`src/rtl/alu_result_buf_if.sv`:
```
// Handshake bundle between the ALU, the result buffer and writeback.
// The master side is the producer/consumer pair; the slave side is the buffer.
interface alu_result_buf_if #(
   parameter int unsigned WIDTH = 4,
   parameter int unsigned DEPTH = 2
);
   logic                         in_valid;
   logic                         in_ready;
   logic [WIDTH-1:0]             in_out;
   logic                         in_carry;
   logic                         out_valid;
   logic                         out_ready;
   logic [WIDTH-1:0]             out_data;
   logic                         out_carry;
   logic                         out_zero;
   logic [$clog2(DEPTH+1)-1:0]   count;
   logic                         clr_carry;
   logic                         carry_seen;

   modport master (
      output in_valid, in_out, in_carry, out_ready, clr_carry,
      input  in_ready, out_valid, out_data, out_carry, out_zero, count, carry_seen
   );

   modport slave (
      input  in_valid, in_out, in_carry, out_ready, clr_carry,
      output in_ready, out_valid, out_data, out_carry, out_zero, count, carry_seen
   );
endinterface

```
`src/rtl/alu_result_buf.sv`:
```
// Small FIFO holding ALU results (data, carry, zero) until writeback takes them,
// plus a sticky carry flag for the control unit.
module alu_result_buf #(
   parameter int unsigned WIDTH = 4,
   parameter int unsigned DEPTH = 2
) (
   input logic             clk,
   input logic             rst_n,
   alu_result_buf_if.slave bus
);
   localparam int unsigned PtrW = (DEPTH > 1) ? $clog2(DEPTH) : 1;
   localparam int unsigned CntW = $clog2(DEPTH + 1);
   localparam logic [CntW-1:0] FullCnt = CntW'(DEPTH);

   typedef struct packed {
      logic [WIDTH-1:0] data;
      logic             carry;
      logic             zero;
   } entry_t;

   entry_t          mem_q [DEPTH];
   entry_t          wr_entry;
   logic [PtrW-1:0] wr_ptr_q, wr_ptr_d;
   logic [PtrW-1:0] rd_ptr_q, rd_ptr_d;
   logic [CntW-1:0] count_q, count_d;
   logic            carry_seen_q, carry_seen_d;
   logic            full, empty, push, pop;

   assign full  = (count_q == FullCnt);
   assign empty = (count_q == '0);
   // Handshakes depend only on registered occupancy; no out_ready -> in_ready path.
   assign push  = bus.in_valid && !full;
   assign pop   = !empty && bus.out_ready;

   always_comb begin
      wr_entry.data  = bus.in_out;
      wr_entry.carry = bus.in_carry;
      wr_entry.zero  = (bus.in_out == '0);
   end

   always_comb begin
      wr_ptr_d     = wr_ptr_q;
      rd_ptr_d     = rd_ptr_q;
      count_d      = count_q;
      carry_seen_d = (carry_seen_q && !bus.clr_carry) || (push && bus.in_carry);
      if (push) begin
         wr_ptr_d = wr_ptr_q + PtrW'(1);
      end
      if (pop) begin
         rd_ptr_d = rd_ptr_q + PtrW'(1);
      end
      unique case ({push, pop})
         2'b10:   count_d = count_q + CntW'(1);
         2'b01:   count_d = count_q - CntW'(1);
         default: count_d = count_q;
      endcase
   end

   always_ff @(posedge clk or negedge rst_n) begin
      if (!rst_n) begin
         wr_ptr_q     <= '0;
         rd_ptr_q     <= '0;
         count_q      <= '0;
         carry_seen_q <= 1'b0;
      end else begin
         wr_ptr_q     <= wr_ptr_d;
         rd_ptr_q     <= rd_ptr_d;
         count_q      <= count_d;
         carry_seen_q <= carry_seen_d;
      end
   end

   // Storage is not reset; stale entries are masked by count.
   always_ff @(posedge clk) begin
      if (push) begin
         mem_q[wr_ptr_q] <= wr_entry;
      end
   end

   always_comb begin
      bus.in_ready   = !full;
      bus.out_valid  = !empty;
      bus.count      = count_q;
      bus.carry_seen = carry_seen_q;
      bus.out_data   = '0;
      bus.out_carry  = 1'b0;
      bus.out_zero   = 1'b0;
      if (!empty) begin
         bus.out_data  = mem_q[rd_ptr_q].data;
         bus.out_carry = mem_q[rd_ptr_q].carry;
         bus.out_zero  = mem_q[rd_ptr_q].zero;
      end
   end
endmodule

```
`src/flat_wrapper.sv`:
```
// flat-port wrapper written by rule: the top's interface ports become plain ports
module alu_result_buf_flat 
#(
   parameter int unsigned WIDTH = 4,
   parameter int unsigned DEPTH = 2
)
  (clk, rst_n, bus_in_valid, bus_in_out, bus_in_carry, bus_out_ready, bus_clr_carry, bus_in_ready, bus_out_valid, bus_out_data, bus_out_carry, bus_out_zero, bus_count, bus_carry_seen);
  alu_result_buf_if #(.WIDTH(WIDTH), .DEPTH(DEPTH)) bus_i ();
  input logic clk;
  input logic rst_n;
  input wire logic [$bits(bus_i.in_valid)-1:0] bus_in_valid;
  input wire logic [$bits(bus_i.in_out)-1:0] bus_in_out;
  input wire logic [$bits(bus_i.in_carry)-1:0] bus_in_carry;
  input wire logic [$bits(bus_i.out_ready)-1:0] bus_out_ready;
  input wire logic [$bits(bus_i.clr_carry)-1:0] bus_clr_carry;
  output wire logic [$bits(bus_i.in_ready)-1:0] bus_in_ready;
  output wire logic [$bits(bus_i.out_valid)-1:0] bus_out_valid;
  output wire logic [$bits(bus_i.out_data)-1:0] bus_out_data;
  output wire logic [$bits(bus_i.out_carry)-1:0] bus_out_carry;
  output wire logic [$bits(bus_i.out_zero)-1:0] bus_out_zero;
  output wire logic [$bits(bus_i.count)-1:0] bus_count;
  output wire logic [$bits(bus_i.carry_seen)-1:0] bus_carry_seen;
  assign bus_i.in_valid = bus_in_valid;
  assign bus_i.in_out = bus_in_out;
  assign bus_i.in_carry = bus_in_carry;
  assign bus_i.out_ready = bus_out_ready;
  assign bus_i.clr_carry = bus_clr_carry;
  assign bus_in_ready = bus_i.in_ready;
  assign bus_out_valid = bus_i.out_valid;
  assign bus_out_data = bus_i.out_data;
  assign bus_out_carry = bus_i.out_carry;
  assign bus_out_zero = bus_i.out_zero;
  assign bus_count = bus_i.count;
  assign bus_carry_seen = bus_i.carry_seen;
  alu_result_buf #(.WIDTH(WIDTH), .DEPTH(DEPTH)) u_core (.clk(clk), .rst_n(rst_n), .bus(bus_i));
endmodule
```
`config.mk`:
```
export PLATFORM = sky130hd
export DESIGN_NAME = alu_result_buf_flat
export DESIGN_NICKNAME = d
export VERILOG_FILES = /design/src/rtl/alu_result_buf_if.sv /design/src/rtl/alu_result_buf.sv /design/src/flat_wrapper.sv
export SDC_FILE = /design/constraint.sdc
export NUM_CORES = 1
export LEC_CHECK = 0
export ABC_AREA = 1
export CORE_MARGIN = 2
export CORE_UTILIZATION = 45
export DETAILED_ROUTE_END_ITERATION = 10
export GPL_TIMING_DRIVEN = 0
export PLACE_DENSITY = 0.76
export SETUP_SLACK_MARGIN = 0.02
export SYNTH_ARGS = -nofsm -noshare
export SYNTH_HDL_FRONTEND = slang
export SYNTH_SLANG_ARGS = --single-unit
```
`constraint.sdc`:
```
create_clock -name clk -period 1.8 [get_ports clk]
set_clock_uncertainty 0.1 [all_clocks]
set_input_delay 0.45 -clock clk [delete_from_list [all_inputs] [get_ports clk]]
set_output_delay 0.45 -clock clk [all_outputs]
set_load 0.05 [all_outputs]
```
### Word-level counts from Yosys, hierarchy flattened

Memory sizes are Yosys's and may differ from the RTL's.
Cells that the tools add are included.

| word-level totals | value |
|---|---|
| memories | 1 |
| logic and storage cells | 29 |
| output and inout bits | 11 |
| input port bits | 10 |
| bits in registers | 5 |
| memory bits (writable) | 12 |

Memories:

| memory | depth | bits a word | rd ports | clocked after memory_dff | wr ports | line | RTL |
|---|---|---|---|---|---|---|---|
| u_core.mem_q | 2 | 6 | 1 | 0 | 1 | alu_result_buf.sv:21 | `entry_t mem_q [DEPTH];` |

| operators by class | value |
|---|---|
| muxes and demuxes | 6 |
| reduce and logical (&&, ||, !) cells | 11 |
| $add $sub $neg | 4 |
| equal/unequal tests | 3 |

Operators with widths:

| operator | count |
|---|---|
| == test 2 bit, second input constant | 2 |
| logical AND 1 bit | 4 |
| logical NOT 4 bit | 1 |
| two-way mux 1 bit | 4 |
| two-way mux 4 bit | 1 |
| one-hot mux 2 bit (2 select lines) | 1 |
| logical NOT 1 bit | 3 |
| adder 1 bit, second input constant | 2 |
| adder 2 x 1 -> 2 bit, second input constant | 1 |
| == test 2 x 1 -> 1 bit, second input constant | 1 |
| logical NOT 2 bit | 1 |
| nonzero test 2 bit | 1 |
| subtractor 2 x 1 -> 2 bit, second input constant | 1 |
| logical OR 1 bit | 1 |

### Depth between registers and ports, before layout

Gate-level depths: netlist of run 1.

| depth | value |
|---|---|
| depth after elaboration | 5 |
| depth in mapped cells | 9 |
| gate-level depth less buffers | 9 |

### Least setup slack after synthesis of run 1

Ideal clock, no wire load.

| timing path | value |
|---|---|
| path kind | register -> output |
| from | reg u_core.count_q[0] (netlist: u_core.bus.count[0]) |
| to | out bus_out_carry |
| data required time | 1.250 ns |
| buffers on the path | 0 |
| arrival time | 1.669 ns |
| setup slack | -0.419 ns |
| stages on the path, launching flop included | 3 |
| cell sequence | dfrtp_1 -> nor2_2 -> a21oi_1 |

| between the ends | value |
|---|---|
| longest elaborated chain between the ends | 2 |

Ends and longest elaborated chain:

| item | line | RTL |
|---|---|---|
| from (decl) | alu_result_buf.sv:25 | `logic [CntW-1:0] count_q, count_d;` |
| from (signal assigned) | alu_result_buf.sv:68 | `count_q <= count_d;` |
| logical NOT 2 bit | alu_result_buf.sv:30 | `assign empty = (count_q == '0);` |
| two-way mux 1 bit | alu_result_buf.sv:88 | `if (!empty) begin` |
| to (decl) | flat_wrapper.sv:19 | `output wire logic [$bits(bus_i.out_carry)-1:0] bus_out_carry;` |

Every way passes these cells.

### Final worst setup path of run 1

| timing path | value |
|---|---|
| from | reg u_core.count_q[1] (netlist: u_core.bus.count[1]) |
| to | out bus_out_valid |

| between the ends | value |
|---|---|
| longest elaborated chain between the ends | 2 |

Ends and longest elaborated chain:

| item | line | RTL |
|---|---|---|
| logical NOT 2 bit | alu_result_buf.sv:30 |  |
| logical NOT 1 bit | alu_result_buf.sv:82 | `bus.out_valid = !empty;` |
| to (decl) | flat_wrapper.sv:17 | `output wire logic [$bits(bus_i.out_valid)-1:0] bus_out_valid;` |

Every way passes these cells.

==> results by group, run 1 <==
Synth
  – Synth Net Count: 82
  – Leading area contributor after synthesis: sky130_fd_sc_hd__edfxtp_1
  – Number of storage elements in the synthesis netlist: 17
  – Yosys cell types: 16
  – Share of the yosys chip area belonging to registers: 0.666
  – Post-Syn Instances: 71
  – Proportion of netlist area held by the largest area contributor: 0.494
  – Avg Inst Size Synth: 10.3 sq um
  – Yosys warns: 0
  – Cell types with the largest area share after synthesis: sky130_fd_sc_hd__edfxtp_1 (49%), sky130_fd_sc_hd__dfrtp_1 (17%), sky130_fd_sc_hd__nand2_1 (12%), sky130_fd_sc_hd__inv_1 (5.1%), sky130_fd_sc_hd__a21oi_1 (4.1%)
  – Post-Syn Area: 729 sq um

CTS
  – Maximum level of the CTS H-tree: 1
  – Clock latency at the later pin of the worst-skew pair: 0.30 ns
  – Root Buffer: sky130_fd_sc_hd__clkbuf_4
  – Deepest clock path buffer count: 2
  – CTS tree: done
  – Clock slew seen by the registers of the worst setup and hold paths: 0.10 ns
  – Number of sinks on the clock net: 17
  – Number of buffers added by the clock tree synthesis step: 3

Floorplanning
  – Die footprint: 0.00196 sq mm
  – Starting utilization of the core area: 0.484
  – Number of ports placed on the die boundary: 21
  – Floorplan die height: 44.3 microns
  – Die W: 44.3 microns
  – Core Box Area: 0.00151 sq mm
  – Std cell rows: 14

Placed design
  – Final HPWL from detailed placement: 1000 microns
  – Placement Cell Area: 0.00103 sq mm
  – Number of port buffers: 20
  – Routability congestion estimate from global placement: 0.671

Critical path
  – Endpoint kind of the worst setup timing path: output port
  – Crit Reg-Reg Startpoint: u_core.bus.count[1]$_DFFE_PN0P_
  – Slack of the worst reg-to-reg path: 0.19 ns
  – Classification of the worst setup path: flop to output port
  – Worst reg2reg path depth: 4
  – Worst setup path startpoint: u_core.bus.count[1]$_DFFE_PN0P_
  – CP Max Fanout: 4
  – Arrival @ worst endpoint: 1.26 ns
  – Kind of start point of the critical path: flop
  – Required time worst endpoint: 1.25 ns

Global routing
  – Wire length of the first global-routing pass: 2340 microns
  – Number of global-route vias before repair: 552
  – Total congestion overflow after global routing: 0
  – Global-route total usage across every layer: 0.186
  – Antenna violations before repair: 0
  – Pin count of the biggest net entering global routing: 12

Run
  – Max cap viols: 0

Run status
  – Violated checks: setup timing
  – Run status: complete, but fails checks

Final layout
  – # nets final: 111
  – Post-route cell area: 0.00112 sq mm
  – Antenna Cells: 0
  – Synthesis-to-finish area growth: 53.5%
  – Ratio of cells with drive above 1 in the final layout: 0.414

Timing
  – Final Max Slew Viols: 0
  – Slack of the critical path: -0.00904 ns
  – Setup-failing EPs final: 7
  – Setup repair after global routing missed its margin: true
  – Hold Fails Final Rpt: 0
  – Minimum period implied by the final worst setup slack: 1.81 ns
  – Slew at the pin with the worst max-slew slack: 0.508 ns
  – Final cycle utilization of the critical path: 1.01
  – Fmax: 553 MHz
  – Relative slew slack: 0.660

Hold path
  – Hold/Removal Path Class: primary input to async pin

Routing
  – Vias per Instance: 4.88
  – Routed vias: 561
  – Remaining number of nets flagged by the antenna check after routing: 0
  – Final routed DRC violation total: 0
  – First-pass detailed-route iteration total: 3
  – Iteration-0 DRC Markers: 7
  – Final routed wire length divided by cell count: 12.4 microns
  – Routed WL: 1430 microns
==> placed cells by master (no fill, tap or decap) <==
| cell | synthesis | layout |
|---|---|---|
| sky130_fd_sc_hd__edfxtp_1 | 12 | 12 |
| sky130_fd_sc_hd__inv_2 | 1 | 1 |
| sky130_fd_sc_hd__nor2_4 | 0 | 1 |
| sky130_fd_sc_hd__nor2_1 | 2 | 2 |
| sky130_fd_sc_hd__nand4_1 | 1 | 1 |
| sky130_fd_sc_hd__dlygate4sd2_1 | 0 | 1 |
| sky130_fd_sc_hd__inv_1 | 10 | 8 |
| sky130_fd_sc_hd__nor3b_1 | 1 | 1 |
| sky130_fd_sc_hd__clkinv_4 | 0 | 1 |
| sky130_fd_sc_hd__clkbuf_4 | 0 | 3 |
| sky130_fd_sc_hd__o21ai_0 | 1 | 1 |
| sky130_fd_sc_hd__nor2_2 | 2 | 1 |
| sky130_fd_sc_hd__nand3_1 | 1 | 1 |
| sky130_fd_sc_hd__ha_1 | 1 | 1 |
| sky130_fd_sc_hd__nand2_2 | 2 | 8 |
| sky130_fd_sc_hd__nand2_1 | 24 | 18 |
| sky130_fd_sc_hd__dfrtp_2 | 0 | 3 |
| sky130_fd_sc_hd__clkdlybuf4s50_1 | 0 | 9 |
| sky130_fd_sc_hd__a21oi_4 | 0 | 6 |
| sky130_fd_sc_hd__dfrtp_1 | 5 | 2 |
| sky130_fd_sc_hd__xnor2_1 | 1 | 1 |
| sky130_fd_sc_hd__buf_12 | 0 | 1 |
| sky130_fd_sc_hd__clkinvlp_4 | 0 | 2 |
| sky130_fd_sc_hd__buf_6 | 0 | 7 |
| sky130_fd_sc_hd__clkbuf_2 | 1 | 1 |
| sky130_fd_sc_hd__buf_4 | 0 | 5 |
| sky130_fd_sc_hd__buf_2 | 0 | 1 |
==> worst paths after layout <==
path	end
setup / recovery	bus_out_valid
hold / removal	u_core.bus.count[1]$_DFFE_PN0P_
setup reg to reg	u_core.mem_q[1][5]$_DFFE_PP_
hold reg to reg	u_core.bus.carry_seen$_DFF_PN0_
max in group asynchronous	u_core.bus.count[0]$_DFFE_PN0P_
min in group clk	u_core.bus.carry_seen$_DFF_PN0_
==> per-layer routing <==
layer / vias to the layer above / part of all wire / track usage / routed length [microns]
met5: - / 0 / 0 / 0
met4: 0 / 0.029 / 0.127 / 42
met3: 4 / 0.059 / 0.0735 / 84
met2: 13 / 0.55 / 0.318 / 784
met1: 259 / 0.36 / 0.184 / 517
li1: 285 / - / - / -
==> synthesized netlist by cell type <==
cell	count
sky130_fd_sc_hd__nand2_1	24
sky130_fd_sc_hd__edfxtp_1	12
sky130_fd_sc_hd__inv_1	10
sky130_fd_sc_hd__a21oi_1	6
sky130_fd_sc_hd__dfrtp_1	5
sky130_fd_sc_hd__nand2_2	2
sky130_fd_sc_hd__nor2_1	2
sky130_fd_sc_hd__nor2_2	2
sky130_fd_sc_hd__clkbuf_2	1
sky130_fd_sc_hd__ha_1	1
sky130_fd_sc_hd__inv_2	1
sky130_fd_sc_hd__nand3_1	1
sky130_fd_sc_hd__nand4_1	1
sky130_fd_sc_hd__nor3b_1	1
sky130_fd_sc_hd__o21ai_0	1
sky130_fd_sc_hd__xnor2_1	1
==> stage by stage <==
stage               hold WS, ns  TNS [ns]  setup slack (ns)  std cells   util
floorplan                0.0544   -0.0765           -0.0765         71      -
global placement          0.362     -4.08            -0.505        107  0.683
detailed placement        0.365     -4.29            -0.544        107  0.683
CTS                       0.271    -0.704            -0.112        113  0.723
global route              0.281    -0.445           -0.0742        115  0.743
finish                    0.281   -0.0370          -0.00904        115  0.743
==> critical path, stage by stage, from the launching register on <==
cell and delay (ns):
sky130_fd_sc_hd__dfrtp_2 0.46, sky130_fd_sc_hd__nor2_4 0.15, sky130_fd_sc_hd__buf_4 0.14, sky130_fd_sc_hd__clkinvlp_4 0.07, sky130_fd_sc_hd__buf_6 0.15
==> sequential cells by signal (all words and copies together), names as in the netlist <==
name / cells
u_core.bus.count: 2
u_core.mem_q: 12
u_core.rd_ptr_q: 1
u_core.bus.carry_seen: 1
u_core.wr_ptr_q: 1
==> logic make-up (layout without fill, tap and decap cells) <==
logic type / count (synthesis) / after routing / synth area share
flops: 17 / 17 / 0.666
buf+inv: 12 / 40 / 0.0635
xor+xnor: 1 / 1 / 0.0120
simple gates: 33 / 33 / 0.194
fa+ha+maj: 1 / 1 / 0.0171
compound gates: 7 / 7 / 0.0480
==> layout make-up <==
| type | instances | area (sq um) |
|---|---|---|
| repair buffers | 25 | 245 |
| fillers | 106 | 387 |
| well taps | 16 | 20.0 |
| inverters | 11 | 50.0 |
| clock buffers | 3 | 22.5 |
| flip-flops and latches | 17 | 489 |
| clock inverters | 1 | 7.51 |
| multi-input cells | 42 | 285 |
==> what timing repair did <==
action,4_1_cts,5_1_grt
pin swaps,1,1
setup buffers,3,3
setup endpoints to repair,11,9
hold buffers,0,0
hold endpoints to repair,0,0
gates resized for setup,67,15
Power of run 1 is not shown: default switching activity piles up to over one toggle a cycle in this logic, so the estimate is an artifact.
==> run 2: changes to the inputs <==
CORE_UTILIZATION = 41   (was 45)
PLACE_DENSITY = 0.71   (was 0.76)
==> results by group, run 2 (synthesized netlist as in run 1, its figures left out) <==
Critical path
  – Required time worst endpoint: 1.25 ns
  – Classification of the worst setup path: flop to output port
  – Kind of start point of the critical path: flop
  – Endpoint kind of the worst setup timing path: output port
  – Arrival @ worst endpoint: 1.28 ns
  – CP Max Fanout: 8

Global routing
  – Pin count of the biggest net entering global routing: 11
  – Total congestion overflow after global routing: 0
  – Wire length of the first global-routing pass: 2250 microns
  – Antenna violations before repair: 0
  – Global-route total usage across every layer: 0.160
  – Number of global-route vias before repair: 541

Timing
  – Slack of the critical path: -0.0332 ns
  – Fmax: 545 MHz
  – Final Max Slew Viols: 0
  – Final cycle utilization of the critical path: 1.02
  – Setup repair after global routing missed its margin: true
  – Hold Fails Final Rpt: 0
  – Relative slew slack: 0.660
  – Setup-failing EPs final: 6
  – Minimum period implied by the final worst setup slack: 1.83 ns
  – Slew at the pin with the worst max-slew slack: 0.508 ns

Placed design
  – Number of port buffers: 20
  – Worst setup slack before clock tree synthesis: -0.553 ns
  – Routability congestion estimate from global placement: 0.718
  – Final HPWL from detailed placement: 1030 microns
  – Placement Cell Area: 0.00104 sq mm

Routing
  – Routed vias: 550
  – Iteration-0 DRC Markers: 11
  – First-pass detailed-route iteration total: 2
  – Final routed wire length divided by cell count: 11.0 microns
  – Vias per Instance: 4.51
  – Remaining number of nets flagged by the antenna check after routing: 0
  – Routed WL: 1340 microns
  – Final routed DRC violation total: 0

CTS
  – # hold bufs at CTS: 0
  – CTS tree: done
  – Clock slew seen by the registers of the worst setup and hold paths: 0.10 ns
  – Deepest clock path buffer count: 2
  – Number of sinks on the clock net: 17
  – Clock latency at the later pin of the worst-skew pair: 0.28 ns
  – Number of buffers added by the clock tree synthesis step: 3
  – Maximum level of the CTS H-tree: 1
  – Root Buffer: sky130_fd_sc_hd__clkbuf_4

Final layout
  – Flip-flop count of the largest register after layout: 12
  – Register with the highest flop count: u_core.mem_q
  – Leading cell type in the layout, fill and taps excluded: sky130_fd_sc_hd__nand2_1
  – Antenna Cells: 0
  – Utilization after layout: 0.653
  – # nets final: 109
  – Most frequent cells in the layout: sky130_fd_sc_hd__nand2_1 (23), sky130_fd_sc_hd__edfxtp_1 (12), sky130_fd_sc_hd__clkdlybuf4s50_1 (9)
  – Synthesis-to-finish area growth: 52.8%
  – Post-route cell area: 0.00111 sq mm
  – Ratio of cells with drive above 1 in the final layout: 0.340

Floorplanning
  – Die W: 46.2 microns
  – Core Box Area: 0.00171 sq mm
  – Floorplan die height: 46.2 microns
  – Number of ports placed on the die boundary: 21
  – Starting utilization of the core area: 0.427
  – Std cell rows: 15
  – Die footprint: 0.00213 sq mm

Run status
  – Violated checks: setup timing
  – Run status: complete, but fails checks

Hold path
  – Hold/Removal Path Class: primary input to async pin

Run
  – Max cap viols: 0
[run 2: cell types whose count changed in the layout (fill, tap and decap cells not counted), sizes merged]
cell / previous run / this run
buf: 14 / 11
clkdlybuf4s15: 0 / 1
clkinvlp: 2 / 1
inv: 9 / 10
[run 2: worst paths after layout]
| check | cells past startpoint | slack [ns] | from | endpoint |
|---|---|---|---|---|
| max | 5 | -0.03 | u_core.rd_ptr_q$_DFFE_PN0P_ | bus_out_zero |
| min | 1 | 0.30 | rst_n | u_core.bus.carry_seen$_DFF_PN0_ |
| max reg2reg | 8 | 0.22 | u_core.bus.count[1]$_DFFE_PN0P_ | u_core.bus.count[1]$_DFFE_PN0P_ |
| min reg2reg | 2 | 0.39 | u_core.wr_ptr_q$_DFFE_PN0N_ | u_core.wr_ptr_q$_DFFE_PN0N_ |
| max in group asynchronous | 1 | 1.07 | rst_n | u_core.bus.count[1]$_DFFE_PN0P_ |
| min in group clk | 2 | 0.39 | u_core.wr_ptr_q$_DFFE_PN0N_ | u_core.wr_ptr_q$_DFFE_PN0N_ |
[run 2: what timing repair did]
action / CTS / global route
gates resized for setup: 64 / 9
buffers inserted: 1 / 1
setup endpoints to repair: 11 / 9
pin swaps: 1 / 1
[run 2: per-layer routing]
layer	wire, microns	GRT usage
met5	0	0
met4	21	0.103
met3	44	0.0235
met2	749	0.286
met1	528	0.174
[run 2: cell type report]
cell class,count,area [sq um]
tap,25,31.3
inverter,11,50.0
sequential,17,488
clock inverter,1,5.00
buffer,1,15.0
clock buffer,3,22.5
timing repair buffer,22,230
multi-input combinational,42,273
fill,142,593
[run 2: stage by stage]
| stage | setup TNS (ns) | instances | hold slack [ns] |
|---|---|---|---|
| 2_1_floorplan | -0.0765 | 71 | 0.0544 |
| 3_3_place_gp | -4.24 | 116 | 0.361 |
| 3_5_place_dp | -4.39 | 116 | 0.374 |
| 4_1_cts | -0.447 | 121 | 0.296 |
| 5_1_grt | -0.596 | 122 | 0.299 |
| 6_report | -0.125 | 122 | 0.298 |
[run 2: critical path: stages (launching register included)]
cell,delay [ns]
sky130_fd_sc_hd__dfrtp_1,0.40
sky130_fd_sc_hd__buf_8,0.14
sky130_fd_sc_hd__inv_6,0.07
sky130_fd_sc_hd__nand2_1,0.08
sky130_fd_sc_hd__a21oi_4,0.13
sky130_fd_sc_hd__buf_6,0.17
Power of run 2 is left out for the same reason.
